File: config.mk
export PLATFORM = sky130hd
export DESIGN_NAME = rom_fetch_arbiter
export DESIGN_NICKNAME = d
export VERILOG_FILES = /design/src/rtl/rom_arb_pkg.sv /design/src/rtl/rom_word_cache.sv /design/src/rtl/rom_fetch_arbiter.sv
export SDC_FILE = /design/constraint.sdc
export NUM_CORES = 1
export LEC_CHECK = 0
export CORE_MARGIN = 1.5
export CORE_UTILIZATION = 50
export CTS_CLUSTER_SIZE = 24
export DETAILED_ROUTE_END_ITERATION = 8
export PLACE_DENSITY_LB_ADDON = 0.08
export RECOVER_POWER = 50
export SKIP_CTS_REPAIR_TIMING = 1
export SLEW_MARGIN = 20
export SYNTH_ARGS = -nofsm -noshare
export SYNTH_HDL_FRONTEND = slang
export SYNTH_SLANG_ARGS = --single-unit
File: constraint.sdc
create_clock -name clk -period 2.8 [get_ports clk]
set_input_delay 0.56 -clock clk [delete_from_list [all_inputs] [get_ports clk]]
set_output_delay 0.56 -clock clk [all_outputs]
set_load 0.03 [all_outputs]
File: src/rtl/rom_arb_pkg.sv
// Shared types for the ROM fetch arbiter: FSM states and requester ids.
package rom_arb_pkg;

    typedef enum logic [1:0] {
        IDLE  = 2'd0,
        ISSUE = 2'd1,
        WAIT  = 2'd2
    } arb_state_e;

    localparam logic REQ_MAIN = 1'b0;
    localparam logic REQ_SND  = 1'b1;

    localparam int MP_AW = 18;
    localparam int MS_AW = 16;

endpackage

File: src/rtl/rom_word_cache.sv
// One-word last-fetch cache: tag/data/valid with hit compare, fill and flush.
module rom_word_cache #(
    parameter int AW = 18
) (
    input  logic          clk,
    input  logic          reset_n,
    input  logic          i_flush,
    input  logic          i_fill,
    input  logic [AW-1:0] i_fill_tag,
    input  logic [15:0]   i_fill_data,
    input  logic [AW-1:0] i_addr,
    output logic          o_hit,
    output logic [15:0]   o_data
);

    logic [AW-1:0] r_tag;
    logic [15:0]   r_data;
    logic          r_valid;

    always_ff @(posedge clk or negedge reset_n) begin
        if (!reset_n) begin
            r_tag   <= '0;
            r_data  <= '0;
            r_valid <= 1'b0;
        end else begin
            if (i_fill) begin
                r_tag  <= i_fill_tag;
                r_data <= i_fill_data;
            end
            // a flush landing on the fill cycle leaves the entry invalid
            if (i_flush)
                r_valid <= 1'b0;
            else if (i_fill)
                r_valid <= 1'b1;
        end
    end

    assign o_hit  = r_valid && (r_tag == i_addr);
    assign o_data = r_data;

endmodule

File: src/rtl/rom_fetch_arbiter.sv
// Shares one SDRAM read port between the main and sound 68K program ROMs,
// round-robin arbitrated, with a one-word cache and DTACK per CPU.
module rom_fetch_arbiter
    import rom_arb_pkg::*;
#(
    parameter int                SDR_AW   = 24,
    parameter logic [SDR_AW-1:0] SND_BASE = 24'h080000
) (
    input  logic              clk,
    input  logic              reset_n,
    input  logic              flush,
    input  logic              mp_cs,
    input  logic              mp_as_n,
    input  logic [17:0]       mp_a,
    output logic [15:0]       mp_dout,
    output logic              mp_dtack_n,
    input  logic              ms_cs,
    input  logic              ms_as_n,
    input  logic [15:0]       ms_a,
    output logic [15:0]       ms_dout,
    output logic              ms_dtack_n,
    output logic              sdr_req,
    output logic [SDR_AW-1:0] sdr_addr,
    input  logic              sdr_ack,
    input  logic [15:0]       sdr_data
);

    arb_state_e        r_state;
    arb_state_e        w_next;
    logic              r_gnt;
    logic              r_rr_last;
    logic              r_gone;
    logic [MP_AW-1:0]  r_tag;
    logic [SDR_AW-1:0] r_addr;

    logic              r_mp_served;
    logic              r_ms_served;
    logic              r_mp_dtack_n;
    logic              r_ms_dtack_n;
    logic [15:0]       r_mp_dout;
    logic [15:0]       r_ms_dout;

    logic              w_mp_act;
    logic              w_ms_act;
    logic              w_mp_hit;
    logic              w_ms_hit;
    logic [15:0]       w_mp_cdata;
    logic [15:0]       w_ms_cdata;
    logic              w_mp_miss;
    logic              w_ms_miss;
    logic              w_ack;
    logic              w_mp_fill;
    logic              w_ms_fill;
    logic              w_mp_done;
    logic              w_ms_done;
    logic              w_grant;
    logic              w_gnt_id;
    logic              w_sdr_req;
    logic              w_gnt_as_n;
    logic [SDR_AW-1:0] w_mp_sdr;
    logic [SDR_AW-1:0] w_ms_sdr;

    assign w_mp_act  = mp_cs && !mp_as_n && !r_mp_served;
    assign w_ms_act  = ms_cs && !ms_as_n && !r_ms_served;
    assign w_mp_miss = w_mp_act && !w_mp_hit;
    assign w_ms_miss = w_ms_act && !w_ms_hit;

    assign w_mp_sdr = SDR_AW'({mp_a, 1'b0});
    assign w_ms_sdr = SND_BASE + SDR_AW'({ms_a, 1'b0});

    assign w_ack     = (r_state == WAIT) && sdr_ack;
    assign w_mp_fill = w_ack && (r_gnt == REQ_MAIN);
    assign w_ms_fill = w_ack && (r_gnt == REQ_SND);

    // data goes straight to the CPU only if its original bus cycle survived
    assign w_mp_done = w_mp_fill && !r_gone && w_mp_act
                       && (mp_a == r_tag);
    assign w_ms_done = w_ms_fill && !r_gone && w_ms_act
                       && (ms_a == r_tag[MS_AW-1:0]);

    assign w_gnt_as_n = (r_gnt == REQ_MAIN) ? mp_as_n : ms_as_n;

    rom_word_cache #(.AW(MP_AW)) u_mp_cache (
        .clk         (clk),
        .reset_n     (reset_n),
        .i_flush     (flush),
        .i_fill      (w_mp_fill),
        .i_fill_tag  (r_tag),
        .i_fill_data (sdr_data),
        .i_addr      (mp_a),
        .o_hit       (w_mp_hit),
        .o_data      (w_mp_cdata)
    );

    rom_word_cache #(.AW(MS_AW)) u_ms_cache (
        .clk         (clk),
        .reset_n     (reset_n),
        .i_flush     (flush),
        .i_fill      (w_ms_fill),
        .i_fill_tag  (r_tag[MS_AW-1:0]),
        .i_fill_data (sdr_data),
        .i_addr      (ms_a),
        .o_hit       (w_ms_hit),
        .o_data      (w_ms_cdata)
    );

    always_ff @(posedge clk or negedge reset_n) begin
        if (!reset_n)
            r_state <= IDLE;
        else
            r_state <= w_next;
    end

    always_comb begin
        w_next    = r_state;
        w_grant   = 1'b0;
        w_gnt_id  = REQ_MAIN;
        w_sdr_req = 1'b0;
        unique case (r_state)
            IDLE: begin
                if (w_mp_miss || w_ms_miss) begin
                    w_grant = 1'b1;
                    w_next  = ISSUE;
                    if (w_mp_miss && w_ms_miss)
                        w_gnt_id = ~r_rr_last;
                    else if (w_ms_miss)
                        w_gnt_id = REQ_SND;
                end
            end
            ISSUE: begin
                w_sdr_req = 1'b1;
                w_next    = WAIT;
            end
            WAIT: begin
                if (sdr_ack)
                    w_next = IDLE;
            end
            default: w_next = IDLE;
        endcase
    end

    always_ff @(posedge clk or negedge reset_n) begin
        if (!reset_n) begin
            r_gnt     <= REQ_MAIN;
            r_rr_last <= REQ_SND;
            r_gone    <= 1'b0;
            r_tag     <= '0;
            r_addr    <= '0;
        end else begin
            if (w_grant) begin
                r_gnt  <= w_gnt_id;
                r_gone <= 1'b0;
                if (w_gnt_id == REQ_SND) begin
                    r_tag  <= {2'b00, ms_a};
                    r_addr <= w_ms_sdr;
                end else begin
                    r_tag  <= mp_a;
                    r_addr <= w_mp_sdr;
                end
            end else if (r_state != IDLE && w_gnt_as_n) begin
                r_gone <= 1'b1;
            end
            if (w_ack)
                r_rr_last <= r_gnt;
        end
    end

    always_ff @(posedge clk or negedge reset_n) begin
        if (!reset_n) begin
            r_mp_served  <= 1'b0;
            r_mp_dtack_n <= 1'b1;
            r_mp_dout    <= '0;
        end else if (mp_as_n) begin
            r_mp_served  <= 1'b0;
            r_mp_dtack_n <= 1'b1;
        end else if (w_mp_done) begin
            r_mp_served  <= 1'b1;
            r_mp_dtack_n <= 1'b0;
            r_mp_dout    <= sdr_data;
        end else if (w_mp_act && w_mp_hit) begin
            r_mp_served  <= 1'b1;
            r_mp_dtack_n <= 1'b0;
            r_mp_dout    <= w_mp_cdata;
        end
    end

    always_ff @(posedge clk or negedge reset_n) begin
        if (!reset_n) begin
            r_ms_served  <= 1'b0;
            r_ms_dtack_n <= 1'b1;
            r_ms_dout    <= '0;
        end else if (ms_as_n) begin
            r_ms_served  <= 1'b0;
            r_ms_dtack_n <= 1'b1;
        end else if (w_ms_done) begin
            r_ms_served  <= 1'b1;
            r_ms_dtack_n <= 1'b0;
            r_ms_dout    <= sdr_data;
        end else if (w_ms_act && w_ms_hit) begin
            r_ms_served  <= 1'b1;
            r_ms_dtack_n <= 1'b0;
            r_ms_dout    <= w_ms_cdata;
        end
    end

    assign sdr_req    = w_sdr_req;
    assign sdr_addr   = r_addr;
    assign mp_dout    = r_mp_dout;
    assign mp_dtack_n = r_mp_dtack_n;
    assign ms_dout    = r_ms_dout;
    assign ms_dtack_n = r_ms_dtack_n;

endmodule

==> flow_summary.ini, run 1 <==
[synthesis]
netlist_instances = 504
synth_ff_type = dfrtp_1
synth-seq-cells = 127
synth_edf_count = 0
synth.avg_cell_area_um2 = 12.05
synthDistinctLibCells = 39
synth_top_area_share = 0.5110
yosysWarningCount = 0
ys_top_cells_by_count = dfrtp_1 (124), mux2_2 (67), xor2_1 (43), mux2i_1 (33), nor2_1 (30)
yosysTopAreaCell = dfrtp_1
synth_most_common_cell = dfrtp_1
synth_area_leaders = dfrtp_1 (51%), mux2_2 (12%), xor2_1 (6.2%)
seq_area_frac_synth = 0.5240
netlist_area_mm2 = 0.006072
async_flop_share = 1.000

[cts]
cts_root_buf = clkbuf_16
clock_latency_ns = 0.41
cts_max_level = 4
clkTransAtPathRegs_ns = 0.05
cts_tree = yes
cts_sinks = 127
cts_made_buffers = 17
clockBufferDepth = 2

[sta]
rsz0062_at_grt = false
hold_violations = 0
period_share = 0.9371
maxSlewViolCount = 128
relSlewSlack = -0.1609
worst_slew_pin_slew_ns = 1.741
fin_skew_ns = 0.009648
whs_ns = 0.4708
setup_viol_count_final = 0
max_freq_mhz = 381.1
fin_crit_ns = 2.624

[floorplanning]
rows = 40
die_w_um = 113.2
die-area_mm2 = 0.01281
ioPinCount = 117
initial_core_util = 0.5098
core_mm2 = 0.01191
die_h_um = 113.2

[global_route]
antenna_found_initial = 0
grt_pass1_wl_mm = 24.95
grt_overflow = 0
grt_pass1_vias = 4727
grt_max_degree = 128
grt.total_usage = 0.2570

[drt]
routed_wl_mm = 15.57
ant_nets = 0
wl_per_cell_um = 18.76
drc = 0
dr.first_iter.drc_count = 302
avgViaCountPerCell = 5.437
via_count = 4513
first_pass_iters = 4

[finish]
fillers = 894
area_delta_synth_final_pct = 36.97
antenna_cells = 0
stdcell_count = 830
drive_gt1_frac = 0.2870
final_nets = 729

[critical_path]
cp_max_fo = 17
required_ns = 3.10
critical_path.max_stage_delay_ns = 0.46
cp_top_family = simple AND/OR/NAND/NOR gates
crit_chain = clkdlybuf4s50_1 -> xnor2_1 -> nand4_1 -> nor4_1 -> nand3_1 -> a31o_2 -> or2_2 -> o221a_2
critPathBufInv = 1
crit_type = in2reg
slowest_stage = clkdlybuf4s50_1
crit_path_start_kind = input port
crit_arrival_ns = 2.92
crit_path_end_kind = flop

[outcome]
status = complete, but fails checks
failed_checks = max-capacitance violations, max-slew violations

[pwr]
p_per_area_mw_per_mm2 = 947.0
finalPower_mw = 7.876
leakage_nw = 3.605
ir_drop_mv = 0.6296

[worst_hold_path]
hp-class = reg2reg

[placed_design]
routabilityCongestion = 0.9844
dp.cells = 799
detailed_place_hpwl_mm = 10.63
port_buffers = 111

[job]
maxCapViolations = 1
cell type report:
cell class | instances | area, µm² | share of cell area
flip-flops and latches | 127 | 3182 | 0.3826
inverters | 10 | 37.54 | 0.004513
well taps | 147 | 183.9 | 0.02212
multi-input cells | 345 | 2741 | 0.3296
repair buffers | 170 | 1605 | 0.1930
clock inverters | 7 | 85.08 | 0.01023
clock buffers | 24 | 481.7 | 0.05792
registers in the layout, indices dropped and copies added (netlist names), 2 cells and up:
name,count
u_ms_cache.o_data,16
u_ms_cache.r_tag,16
mp_dout,16
r_state,2
r_tag,17
ms_dout,16
sdr_addr,2
u_mp_cache.r_tag,18
u_mp_cache.o_data,16
final timing paths:
kind / from / end / slack, ns / depth (start not counted)
setup / recovery: mp_a[14] / r_tag[15] / 0.18 / 8
hold / removal: r_rr_last / r_rr_last / 0.47 / 2
setup reg to reg: u_ms_cache.r_tag[5] / r_tag[12] / 0.38 / 6
hold reg to reg: r_rr_last / r_rr_last / 0.47 / 2
max in group asynchronous: reset_n / mp_dout[5] / 0.98 / 2
min in group asynchronous: reset_n / u_mp_cache.r_tag[15] / 0.73 / 2
power by group:
part	internal (mW)	switching [mW]	total (mW)
Clock	1.37	0.769	2.14
Sequential	2.49	0.575	3.06
Combinational	1.41	1.27	2.68
Total	5.27	2.61	7.88
cell usage in the layout (no fill, tap or decap), types with 2 or more instances in the layout:
cell,synthesis,routed
a21o_1,3,3
a21oi_1,17,17
buf_12,0,5
buf_4,8,50
bufinv_16,0,2
clkbuf_1,12,5
clkbuf_16,0,17
clkbuf_2,0,2
clkbuf_4,0,2
clkbuf_8,0,3
clkdlybuf4s50_1,0,109
clkinv_2,0,5
conb_1,1,5
dfrtp_1,124,124
dfstp_2,3,3
inv_1,10,10
mux2_2,67,67
mux2i_1,33,33
nand2_1,23,23
nand3_1,5,5
nand4_1,12,12
nor2_1,30,29
nor3_1,3,3
nor4_1,13,12
o21ai_0,11,11
o21ai_1,7,7
o221a_2,16,16
o22ai_1,3,3
or2_2,16,16
xnor2_1,25,25
xor2_1,43,43
worst min-delay path, stage by stage, from the launching register on:
cell	delay (ns)
dfstp_2	0.37
nand2_1	0.05
nand2_1	0.05
layer usage:
metal  routed length (µm)  vias to the layer above  track usage  part of all wire
li1                     -                     2107            -                 -
met1                 7110                     2272       0.3514              0.46
met2                 7277                      115       0.3980              0.47
met3                  961                       19      0.07713             0.062
met4                  220                        0      0.07833             0.014
met5                    0                        -            0                 0
metrics by stage:
step                        util  instance area, µm²  TNS (ns)  worst slack (ns)
after global placement    0.6524                7771    -3.636           -0.1270
final                     0.6982                8317         0            0.1762
after CTS                 0.7000                8338         0            0.2068
after floorplan                -                6087         0            0.5097
after global routing      0.6982                8317         0           0.08769
after detailed placement  0.6524                7771    -5.003           -0.1385
logic make-up (layout without fill, tap and decap cells):
| family | Yosys count | count (layout) | synth area share |
|---|---|---|---|
| DFF | 127 | 127 | 0.5240 |
| muxes | 100 | 100 | 0.1787 |
| buffers and inverters | 36 | 211 | 0.02926 |
| other | 1 | 5 | 0.0006176 |
| AOI/OAI and AO/OA | 59 | 59 | 0.06985 |
| xor gates and xnor gates | 68 | 68 | 0.09808 |
| and+or+nand+nor | 113 | 113 | 0.09953 |
Note: power is estimated with default switching activity, not from simulation.
==> run 2, diff against run 1 <==
--- a/config.mk
+++ b/config.mk
@@ -5,10 +5,14 @@
 export SDC_FILE = /design/constraint.sdc
 export NUM_CORES = 1
 export LEC_CHECK = 0
+export CELL_PAD_IN_SITES_DETAIL_PLACEMENT = 1
+export CELL_PAD_IN_SITES_GLOBAL_PLACEMENT = 2
 export CORE_MARGIN = 1.5
-export CORE_UTILIZATION = 50
+export CORE_UTILIZATION = 34
+export CTS_CLUSTER_DIAMETER = 30
 export CTS_CLUSTER_SIZE = 24
 export DETAILED_ROUTE_END_ITERATION = 8
+export GPL_ROUTABILITY_DRIVEN = 0
 export PLACE_DENSITY_LB_ADDON = 0.08
 export RECOVER_POWER = 50
 export SKIP_CTS_REPAIR_TIMING = 1
==> run 2 against run 1 <==
Compared with the run above: the run still ends with max-capacitance violations, max-slew violations left; maximum frequency rose by 1.8%; combinational power rose by 4%; critical path type unchanged; first-iteration DRC count fell by 45%; clock skew barely moved.
==> flow_summary.ini, run 2 (synthesis gave the netlist of run 1 again) <==
[outcome]
status = complete, but fails checks
failed_checks = max-capacitance violations, max-slew violations

[finish]
drive_gt1_frac = 0.3030
layout_commonest_cell = dfrtp_1
design_area_mm2 = 0.008543
top_regs = u_mp_cache.r_tag (18), r_tag (17)
stdcell_count = 918
area_delta_synth_final_pct = 40.70
regMostFlops = u_mp_cache.r_tag
antenna_cells = 0
post-route-util = 0.4922
final_cell_mix = dfrtp_1 (124), clkdlybuf4s50_1 (109), mux2_2 (67), buf_4 (59), xor2_1 (43)
final_nets = 739
largest_reg_flops = 18

[cts]
cts_sinks = 127
cts_root_buf = clkbuf_16
cts_max_level = 4
clock_latency_ns = 0.42
clockBufferDepth = 2
cts_made_buffers = 17
cts_tree = yes
clkTransAtPathRegs_ns = 0.06

[drt]
avgViaCountPerCell = 4.950
wl_per_cell_um = 19.44
ant_nets = 0
via_count = 4544
routed_wl_mm = 17.84
first_pass_iters = 4
dr.first_iter.drc_count = 166
drc = 0

[critical_path]
crit_type = in2reg
cp_max_fo = 5
r2r-end = r_tag[4]
reg2reg_from = u_ms_cache.r_tag[1]
reg2regPathDepth = 8
crit_path_end_kind = flop
crit_arrival_ns = 2.88
crit_path_start_kind = input port
required_ns = 3.10
ff2ff_setup_slack_ns = 0.44

[pwr]
p_per_area_mw_per_mm2 = 939.8
ir_drop_mv = 0.5086
leakage_nw = 3.663

[sta]
setup_tns_ns = 0
hold_violations = 0
max_freq_mhz = 387.9
rsz0062_at_grt = false
maxSlewViolCount = 35
relSlewSlack = -0.4083
worst_slew_pin_slew_ns = 2.112
fin_crit_ns = 2.578
setup_viol_count_final = 0
period_share = 0.9207
fin_skew_ns = 0.009747

[placed_design]
dpl-instance-area_mm2 = 0.007969
detailed_place_hpwl_mm = 12.89
port_buffers = 111
dp.cells = 887

[worst_hold_path]
hp-start = r_rr_last
min_path_cells = 2
whs_endpoint = r_rr_last
hp-class = reg2reg

[global_route]
grt_pass1_vias = 4906
grt.total_usage = 0.2023
grt_max_degree = 45
grt_pass1_wl_mm = 27.85
grt_overflow = 0
antenna_found_initial = 0

[floorplanning]
core_mm2 = 0.01736
rows = 48
die-area_mm2 = 0.01867
initial_core_util = 0.3498
ioPinCount = 117
die_h_um = 136.6
die_w_um = 136.6

[job]
maxCapViolations = 1
-- run 2: per-layer routing --
| metal | global-route usage | wire [µm] |
|---|---|---|
| met1 | 0.2896 | 8521 |
| met2 | 0.3043 | 8231 |
| met3 | 0.03667 | 790 |
| met4 | 0.07624 | 301 |
| met5 | 0 | 0 |
-- run 2: stage by stage --
step           hold slack (ns)  power (mW)  worst slack [ns]
4_1_cts                 0.1178       8.126            0.2656
3_3_place_gp            0.4627       5.778           -0.1327
2_1_floorplan           0.2644       4.605            0.5097
6_report                0.4906       8.029            0.2221
5_1_grt                 0.5078       8.469           0.09607
3_5_place_dp            0.4774       5.895           -0.1570
-- run 2: area by class of cell --
class | instances | area, µm²
Clock inverter | 13 | 141.4
Tap cell | 225 | 281.5
Sequential cell | 127 | 3182
Multi-Input combinational cell | 345 | 2741
Inverter | 10 | 37.54
Clock buffer | 18 | 439.2
Timing Repair Buffer | 180 | 1720
Fill cell | 1847 | 8813
-- run 2: power breakdown --
part           switching (mW)  internal, mW  total [mW]
Clock                   0.846          1.33        2.18
Combinational            1.31          1.48        2.79
Sequential              0.580          2.48        3.06
-- run 2: how the worst max path moves through the flow --
stage                     cells past startpoint  slack [ns]      from         end
after floorplan                               7        0.51  ms_a[13]   r_tag[11]
after global placement                        9       -0.13   ms_a[1]    r_tag[7]
after detailed placement                     11       -0.16  mp_a[14]  mp_dout[3]
after CTS                                    11        0.27  mp_a[14]  mp_dout[3]
after global routing                          9         0.1  ms_a[14]  ms_dout[9]
final                                         9        0.22   ms_a[1]    r_tag[4]
-- run 2: worst max-delay path: stages --
cell and delay, ns:
clkdlybuf4s50_1 0.46, xnor2_1 0.25, buf_4 0.17, and4_1 0.18, nand4_1 0.08, o21ai_0 0.32, mux2_2 0.43, buf_4 0.17
o221a_2 0.25
==> run 3, diff against run 2 <==
--- a/config.mk
+++ b/config.mk
@@ -14,7 +14,7 @@
 export DETAILED_ROUTE_END_ITERATION = 8
 export GPL_ROUTABILITY_DRIVEN = 0
 export PLACE_DENSITY_LB_ADDON = 0.08
-export RECOVER_POWER = 50
+export RECOVER_POWER = 25
 export SKIP_CTS_REPAIR_TIMING = 1
 export SLEW_MARGIN = 20
 export SYNTH_ARGS = -nofsm -noshare
==> run 3 against run 2 <==
Compared with the run above: the flow still finishes with violations (max-capacitance violations, max-slew violations); non-clock buffer count unchanged; sequential share of layout area hardly changed; maximum frequency down 0.20%; worst hold slack improved by 0.00097 ns; worst setup slack lost 0.0052 ns; register-to-register slack is essentially flat; flip-flop and latch count is the same; die area unchanged.
==> flow_summary.ini, run 3 (synthesis gave the netlist of run 1 again) <==
[sta]
fin_crit_ns = 2.583
relSlewSlack = -0.4110
setup_viol_count_final = 0
fin_skew_ns = 0.009747
max_freq_mhz = 387.1
whs_ns = 0.4916
hold_violations = 0
rsz0062_at_grt = false
worst_slew_pin_slew_ns = 2.117
maxSlewViolCount = 35
period_share = 0.9225

[cts]
cts_root_buf = clkbuf_16
clkTransAtPathRegs_ns = 0.06
clock_latency_ns = 0.42
clockBufferDepth = 2
cts_made_buffers = 17
cts_sinks = 127
cts_tree = yes
cts_max_level = 4

[worst_hold_path]
hp-start = r_rr_last
min_path_cells = 2
hp-class = reg2reg

[floorplanning]
ioPinCount = 117
rows = 48
die_h_um = 136.6
die-area_mm2 = 0.01867
die_w_um = 136.6
core_mm2 = 0.01736
initial_core_util = 0.3498

[global_route]
grtUsageMet3 = 0.03667
met2_usage = 0.3043
busiest_layer = met2
antenna_found_initial = 0
use_met1 = 0.2896
grt.total_usage = 0.2023
grt_max_degree = 45
grt_overflow = 0
grt_pass1_vias = 4906
grt_pass1_wl_mm = 27.85

[finish]
largest_reg_flops = 18
regMostFlops = u_mp_cache.r_tag
layout_commonest_cell = dfrtp_1
drive_gt1_frac = 0.3030
top_regs = u_mp_cache.r_tag (18), r_tag (17)
fillers = 1846
final_nets = 739
final_cell_mix = dfrtp_1 (124), clkdlybuf4s50_1 (110), mux2_2 (67), buf_4 (61), xor2_1 (43)
design_area_mm2 = 0.008546
area_delta_synth_final_pct = 40.74
antenna_cells = 0

[drt]
wl_per_cell_um = 19.44
dr.first_iter.drc_count = 154
first_pass_iters = 4
routed_wl_mm = 17.85
avgViaCountPerCell = 4.959
via_count = 4552
ant_nets = 0
drc = 0

[outcome]
failed_checks = max-capacitance violations, max-slew violations
status = complete, but fails checks

[pwr]
finalPower_mw = 8.028
p_switching_mw = 2.732
sw_frac_of_total = 0.3403
internal_power_mw = 5.295
leakage_nw = 3.663
p_seq_frac = 0.382
p_per_area_mw_per_mm2 = 939.4
p_clk_frac = 0.271
ir_drop_mv = 0.5088
pwr-share-comb = 0.347

[placed_design]
port_buffers = 111
dpl-instance-area_mm2 = 0.007969
detailed_place_hpwl_mm = 12.89

[critical_path]
setup.worst_path.start = ms_a[1]
cp_max_fo = 5
crit_arrival_ns = 2.88
reg2regPathDepth = 8
crit_path_start_kind = input port
required_ns = 3.10
crit_type = in2reg
reg2reg_from = u_ms_cache.r_tag[1]
crit_path_end_kind = flop

[job]
maxCapViolations = 1
[run 3: final cells by class]
type,count,area (µm²),area share
clock buffers,18,439.2,0.05139
clock inverters,13,141.4,0.01654
inverters,10,37.54,0.004392
multi-input cells,345,2741,0.3208
flip-flops and latches,127,3182,0.3723
well taps,225,281.5,0.03294
repair buffers,180,1723,0.2016
[run 3: stage by stage]
stage	instances	setup WS [ns]	TNS, ns	util
floorplan	508	0.5097	0	-
global placement	887	-0.1327	-5.157	0.4591
detailed placement	887	-0.1570	-6.206	0.4591
CTS	918	0.2656	0	0.4926
global route	918	0.09607	0	0.4924
finish	918	0.2169	0	0.4924
[run 3: path summary, 6_finish.rpt]
path	endpoint	slack (ns)
min in group asynchronous	mp_dout[15]	0.76
max in group asynchronous	ms_dout[14]	0.74
worst max-delay path	r_tag[4]	0.22
worst min-delay path	r_rr_last	0.49
worst min register to register	r_rr_last	0.49
worst max register to register	r_tag[4]	0.44
[run 3: power by group through the flow]
stage | Sequential (mW) | Clock [mW] | Combinational [mW]
2_1_floorplan | 3.16 | 0 | 1.45
3_3_place_gp | 3.04 | 0 | 2.74
3_5_place_dp | 3.10 | 0 | 2.80
4_1_cts | 3.07 | 2.23 | 2.82
5_1_grt | 3.17 | 2.30 | 3.00
6_report | 3.06 | 2.18 | 2.79
[run 3: critical path: stages]
cell,delay [ns]
clkdlybuf4s50_1,0.46
xnor2_1,0.25
buf_4,0.17
and4_1,0.18
nand4_1,0.08
o21ai_0,0.33
mux2_2,0.43
buf_4,0.17
o221a_2,0.25
[run 3: metal layers]
| metal | wire length [µm] | share of wire |
|---|---|---|
| met1 | 8528 | 0.48 |
| met2 | 8231 | 0.46 |
| met3 | 785 | 0.044 |
| met4 | 301 | 0.017 |
| met5 | 0 | 0 |
